## src/rtl/piso_serializer_pkg.sv

```systemverilog
// Shared types and helpers for the parallel-in/serial-out word serializer.
package piso_serializer_pkg;

  typedef enum logic {
    IDLE  = 1'b0,
    SHIFT = 1'b1
  } state_e;

  function automatic int cnt_width(input int width);
    return $clog2(width);
  endfunction

endpackage

```

## src/rtl/piso_serializer_shift_reg_core.sv

```systemverilog
// WIDTH-bit load/shift register. It shifts toward the output end and zero-fills.
module shift_reg_core #(
  parameter int WIDTH     = 8,
  parameter bit MSB_FIRST = 1'b1
) (
  input  logic             clk_i,
  input  logic             rst_ni,
  input  logic             load_i,
  input  logic             shift_en_i,
  input  logic [WIDTH-1:0] data_i,
  output logic [WIDTH-1:0] q_o
);

  logic [WIDTH-1:0] shreg_q;
  logic [WIDTH-1:0] shreg_d;

  // A load always wins over a shift in the same cycle.
  always_comb begin
    shreg_d = shreg_q;
    if (load_i) begin
      shreg_d = data_i;
    end else if (shift_en_i) begin
      if (MSB_FIRST) shreg_d = {shreg_q[WIDTH-2:0], 1'b0};
      else           shreg_d = {1'b0, shreg_q[WIDTH-1:1]};
    end
  end

  always_ff @(posedge clk_i or negedge rst_ni) begin
    if (!rst_ni) shreg_q <= '0;
    else         shreg_q <= shreg_d;
  end

  assign q_o = shreg_q;

endmodule

```

## src/rtl/piso_serializer.sv

```systemverilog
// Parallel-in/serial-out serializer. It takes a WIDTH-bit word on a valid/ready input
// and emits it one bit per beat on a valid/ready serial output.
module piso_serializer
  import piso_serializer_pkg::*;
#(
  parameter int WIDTH     = 8,
  parameter bit MSB_FIRST = 1'b1
) (
  input  logic             clock,
  input  logic             reset,
  input  logic             io_in_valid,
  output logic             io_in_ready,
  input  logic [WIDTH-1:0] io_in_bits,
  output logic             io_out_valid,
  input  logic             io_out_ready,
  output logic             io_out_bit,
  output logic             io_out_last,
  output logic             io_busy
);

  localparam int CW = cnt_width(WIDTH);
  localparam logic [CW-1:0] CNT_LOAD = CW'(WIDTH - 1);

  // Handshakes: a transfer happens on a rising edge where valid & ready are both high.
  // The producer keeps valid and data stable until it is accepted. out_valid is
  // registered state only, so it never depends on out_ready.

  state_e           state_q, state_d;
  logic [CW-1:0]    cnt_q, cnt_d;
  logic [WIDTH-1:0] shreg;
  logic             load;
  logic             beat;
  logic             in_shift;
  logic             cnt_zero;

  assign in_shift = (state_q == SHIFT);
  assign cnt_zero = (cnt_q == '0);
  assign beat     = in_shift & io_out_ready;

  // The reset term keeps ready low while reset is held. Without it ready would
  // follow the IDLE state during reset.
  assign io_in_ready = reset & (~in_shift | (cnt_zero & io_out_ready));
  assign load        = io_in_valid & io_in_ready;

  always_comb begin
    state_d = state_q;
    cnt_d   = cnt_q;
    if (load) begin
      state_d = SHIFT;
      cnt_d   = CNT_LOAD;
    end else if (beat) begin
      if (cnt_zero) state_d = IDLE;
      else          cnt_d   = cnt_q - 1'b1;
    end
  end

  always_ff @(posedge clock or negedge reset) begin
    if (!reset) begin
      state_q <= IDLE;
      cnt_q   <= '0;
    end else begin
      state_q <= state_d;
      cnt_q   <= cnt_d;
    end
  end

  shift_reg_core #(
    .WIDTH     (WIDTH),
    .MSB_FIRST (MSB_FIRST)
  ) u_shreg (
    .clk_i      (clock),
    .rst_ni     (reset),
    .load_i     (load),
    .shift_en_i (beat & ~load),
    .data_i     (io_in_bits),
    .q_o        (shreg)
  );

  assign io_out_valid = in_shift;
  assign io_busy      = in_shift;
  assign io_out_last  = in_shift & cnt_zero;
  assign io_out_bit   = in_shift & (MSB_FIRST ? shreg[WIDTH-1] : shreg[0]);

endmodule

```

## config.mk

```make
export PLATFORM = sky130hd
export DESIGN_NAME = piso_serializer
export DESIGN_NICKNAME = d
export VERILOG_FILES = /design/src/rtl/piso_serializer_pkg.sv /design/src/rtl/piso_serializer_shift_reg_core.sv /design/src/rtl/piso_serializer.sv
export SDC_FILE = /design/constraint.sdc
export NUM_CORES = 1
export LEC_CHECK = 0
export BUFFER_PORTS_ARGS = -buffer_cell sky130_fd_sc_hd__buf_2
export CAP_MARGIN = 15
export CELL_PAD_IN_SITES_DETAIL_PLACEMENT = 0
export CELL_PAD_IN_SITES_GLOBAL_PLACEMENT = 1
export CORE_AREA = 4 4 45 47
export CTS_BUF_LIST = sky130_fd_sc_hd__clkbuf_4 sky130_fd_sc_hd__clkbuf_8
export CTS_CLUSTER_DIAMETER = 150
export DETAILED_ROUTE_END_ITERATION = 10
export DIE_AREA = 0 0 49 51
export HOLD_SLACK_MARGIN = 0.08
export PLACE_DENSITY_LB_ADDON = 0.1
export REMOVE_ABC_BUFFERS = 1
export SETUP_SLACK_MARGIN = 0.2
export SYNTH_ARGS = -nofsm -noshare
export SYNTH_HDL_FRONTEND = slang
export SYNTH_SLANG_ARGS = --single-unit
export TNS_END_PERCENT = 100
```

## constraint.sdc

```tcl
create_clock -name clock -period 4.33 [get_ports clock]
set_clock_uncertainty 0.2 [all_clocks]
set_input_delay 0 -clock clock [delete_from_list [all_inputs] [get_ports clock]]
set_output_delay 0 -clock clock [all_outputs]
set_load 0.02 [all_outputs]
```

==> results.txt <==
----------------------------------------------------
[Status]
  Run status ... complete, no violations

[Place]
  DP Wirelength ... between 800 and 900 um
  Dpl ws ... between 2000 and 3000 ps
  Final weighted congestion in routability-driven placement ... 0.686
  Count of buffers inserted at the top-level ports ... 16

[STA]
  Tightest Pin Transition ... 570 ps
  Final hold vios ... 0
  Number of max-slew violations in the final report ... 0
  Max transition margin ... between 60% and 70%
  Period utilisation layout ... between 40% and 50%
  Post-Route Hold Slack ... ~280 ps
  Achievable clock frequency ... ~460 MHz
  Shortest period the worst path allows ... 2160 ps
  Final total negative setup slack ... 0 ps
  Final setup margin ... about 2200 ps
  RSZ-0062 raised after global routing ... no
  Number of setup violations in the final report ... 0

[Worst setup path]
  Series of cell instances along the critical path ... inv_1 > ha_1 > nand3b_1 > a21o_2 > mux2i_1 > dlygate4sd3_1
  Category of the worst setup path launch point ... flop
  Cell family with the largest share of critical-path delay ... buffers and inverters
  Critical-path top delay cell ... dlygate4sd3_1
  Maximum fanout encountered on the critical timing path ... 12
  Category of the most critical setup path ... flop to flop
  Data required time at the worst endpoint ... about 4300 ps
  Biggest cell delay along the critical path ... between 500 and 600 ps
  Critical path endpoint category ... flop
  Critical path arrival ... ~2200 ps
  Count of buffering cells on the critical path with inverters included ... 2

[Route]
  Number of vias in the routed layout ... between 400 and 500
  Average wire per cell in the routed design ... ~13 um
  Remaining antenna violation count ... 0
  Final wirelength ... about 1.4 mm
  First-pass detailed-route iteration total ... 2
  Via count normalized by instance count ... between 4 and 5
  Drt first-iter violations ... 1
  Post-detailed-route DRC marker count ... 0

[Clock network]
  Post-cts repair resize count ... 0
  Hold Buf Count CTS ... 14
  Clk slew on worst S/H paths ... approximately 80 ps
  Clock latency reported for the late side of the worst-skew pair ... 270 ps
  CTS tree ... done
  Clock Sinks ... 12
  Clk Tree Root Cell ... clkbuf_4
  TritonCTS Buffers ... 3
  Clock Tree Buf Depth ... 2
  Post-CTS setup buffer count ... 0
  CTS H-Tree Depth ... 1

[Floorplan]
  Die Span X ... between 40 and 50 um
  Die Y-Extent ... approximately 50 um
  Io pins ... 17
  Initial Utilization ... between 40% and 50%
  Core outline area ... roughly 0.0017 mm2
  Standard-cell row count ... 15
  Die area ... 0.00250 mm2

[Yosys]
  Portion of the post-synthesis area used by sequential elements ... between 40% and 50%
  Synthesized flop and latch total ... 12
  Library cell with the largest summed area after synthesis ... dfrtp_1
  Synthesized netlist cell count ... between 50 and 60
  Avg Synthesized Cell Area ... ~13 um2
  Largest cells by area after synthesis ... dfrtp_1, mux2_4, mux2_2, ha_1, buf_6
  Synth Cell Area ... slightly below 700 um2
  Warnings, synthesis ... 0
  Top cell type's share of synthesized area ... 43.5%
  Post-synth cell types ... 20

[Global route]
  Pin count of the biggest net entering global routing ... 13
  Antenna violations before repair ... 0
  All-Layer GR Usage ... between 10 and 15%
  First-pass GRT wire length ... 2.39 mm
  Total gr overflow ... 0
  Number of global-route vias before repair ... 534

[Layout]
  Fill cell count ... between 150 and 200
  Antenna diode count ... 0
  Post-layout net count ... around 100
  Area Growth Syn to Fin ... 35.9%
  Fraction of final layout cells sized beyond drive strength 1 ... a little under half

[Pwr]
  Pwr/cell area ... 596 mW/mm2
  LEAKAGE ... between 0.4 and 0.5 nW
  Worst voltage drop across the vdd grid ... 0.000256 V

[Hold path]
  Hold WC Path Type ... input pin to flop

[Run]
  Number of max-cap violations ... 0

----------------------------------------------------
Yosys cell counts, drive strengths merged:
library cell	instances
nor2b	1
a21o	1
buf	3
nand3b	1
mux2	14
nand3	2
dfrtp	12
inv	3
nor2	1
mux2i	2
and2	3
or3	1
nand2	6
o311ai	1
o21ai	2
ha	2
sequential cells by signal, indices dropped and copies added, names as in the netlist:
name and count:
u_shreg.q_o 8, cnt_q 3, io_busy 1
worst paths after layout:
kind | start | end | slack (ps) | cells after the start
setup / recovery | cnt_q[0]$_DFFE_PN0P_ | u_shreg.q_o[0]$_DFFE_PN0P_ | 2170 | 6
hold / removal | io_in_bits[3] | u_shreg.q_o[3]$_DFFE_PN0P_ | 280 | 3
setup reg to reg | cnt_q[0]$_DFFE_PN0P_ | u_shreg.q_o[0]$_DFFE_PN0P_ | 2170 | 6
hold reg to reg | cnt_q[1]$_DFFE_PN0P_ | cnt_q[1]$_DFFE_PN0P_ | 360 | 2
max in group asynchronous | reset | cnt_q[1]$_DFFE_PN0P_ | 2920 | 3
min in group asynchronous | reset | u_shreg.q_o[4]$_DFFE_PN0P_ | 630 | 3
layer usage:
| layer | vias up | GRT usage, % | routed length, um |
|---|---|---|---|
| met1 | 230 | 16.1 | 634 |
| li1 | 248 | - | - |
| met4 | 0 | 4.04 | 0 |
| met2 | 15 | 20.9 | 652 |
| met5 | - | 0 | 0 |
| met3 | 0 | 2.33 | 81 |
logic make-up after synthesis:
logic type | count (synthesis) | share of synthesized area, %
AOI/OAI and AO/OA | 4 | 3.99
adders and majority gates | 2 | 3.62
muxes | 16 | 31.2
and+or+nand+nor | 15 | 11.8
DFF | 12 | 43.5
buffers and inverters | 6 | 5.98
through the flow:
step	utilization, %	instances	power, W	cell area (um2)
after floorplan	-	52	0.000397	661
after global placement	46.1	85	0.000448	762
after detailed placement	46.1	85	0.000455	762
after CTS	56.8	103	0.000568	938
after global routing	56.8	103	0.000609	938
final	56.8	103	0.000560	938
worst min-delay path, stage by stage:
cell and delay [ps]:
dlygate4sd3_1 510, buf_2 90, mux2_4 120
placed cells by master, fill, tap and decap left out, types with 2 or more instances in the layout:
cell type       n
inv_1           3
nand3_1         2
mux2_2          4
nand2_1         5
and2_2          2
dfrtp_1        12
mux2_4         10
o21ai_0         2
mux2i_1         2
dlygate4sd3_1  14
ha_1            2
buf_2          16
clkbuf_4        3
power by group:
part           total (W)  internal [W]  switching [W]
sequential      0.000200      0.000165      0.0000351
clock          0.0000909     0.0000511      0.0000399
combinational   0.000268      0.000162       0.000106
cell type report:
type | count | area (um2) | share of cell area [%]
Multi-Input combinational cell | 37 | 349 | 37.2
Sequential cell | 12 | 300 | 32.0
Timing Repair Buffer | 30 | 220 | 23.5
Clock buffer | 4 | 36.3 | 3.87
Tap cell | 17 | 21.3 | 2.27
Inverter | 3 | 11.3 | 1.20
No activity file was read; power rests on OpenSTA's default activity.
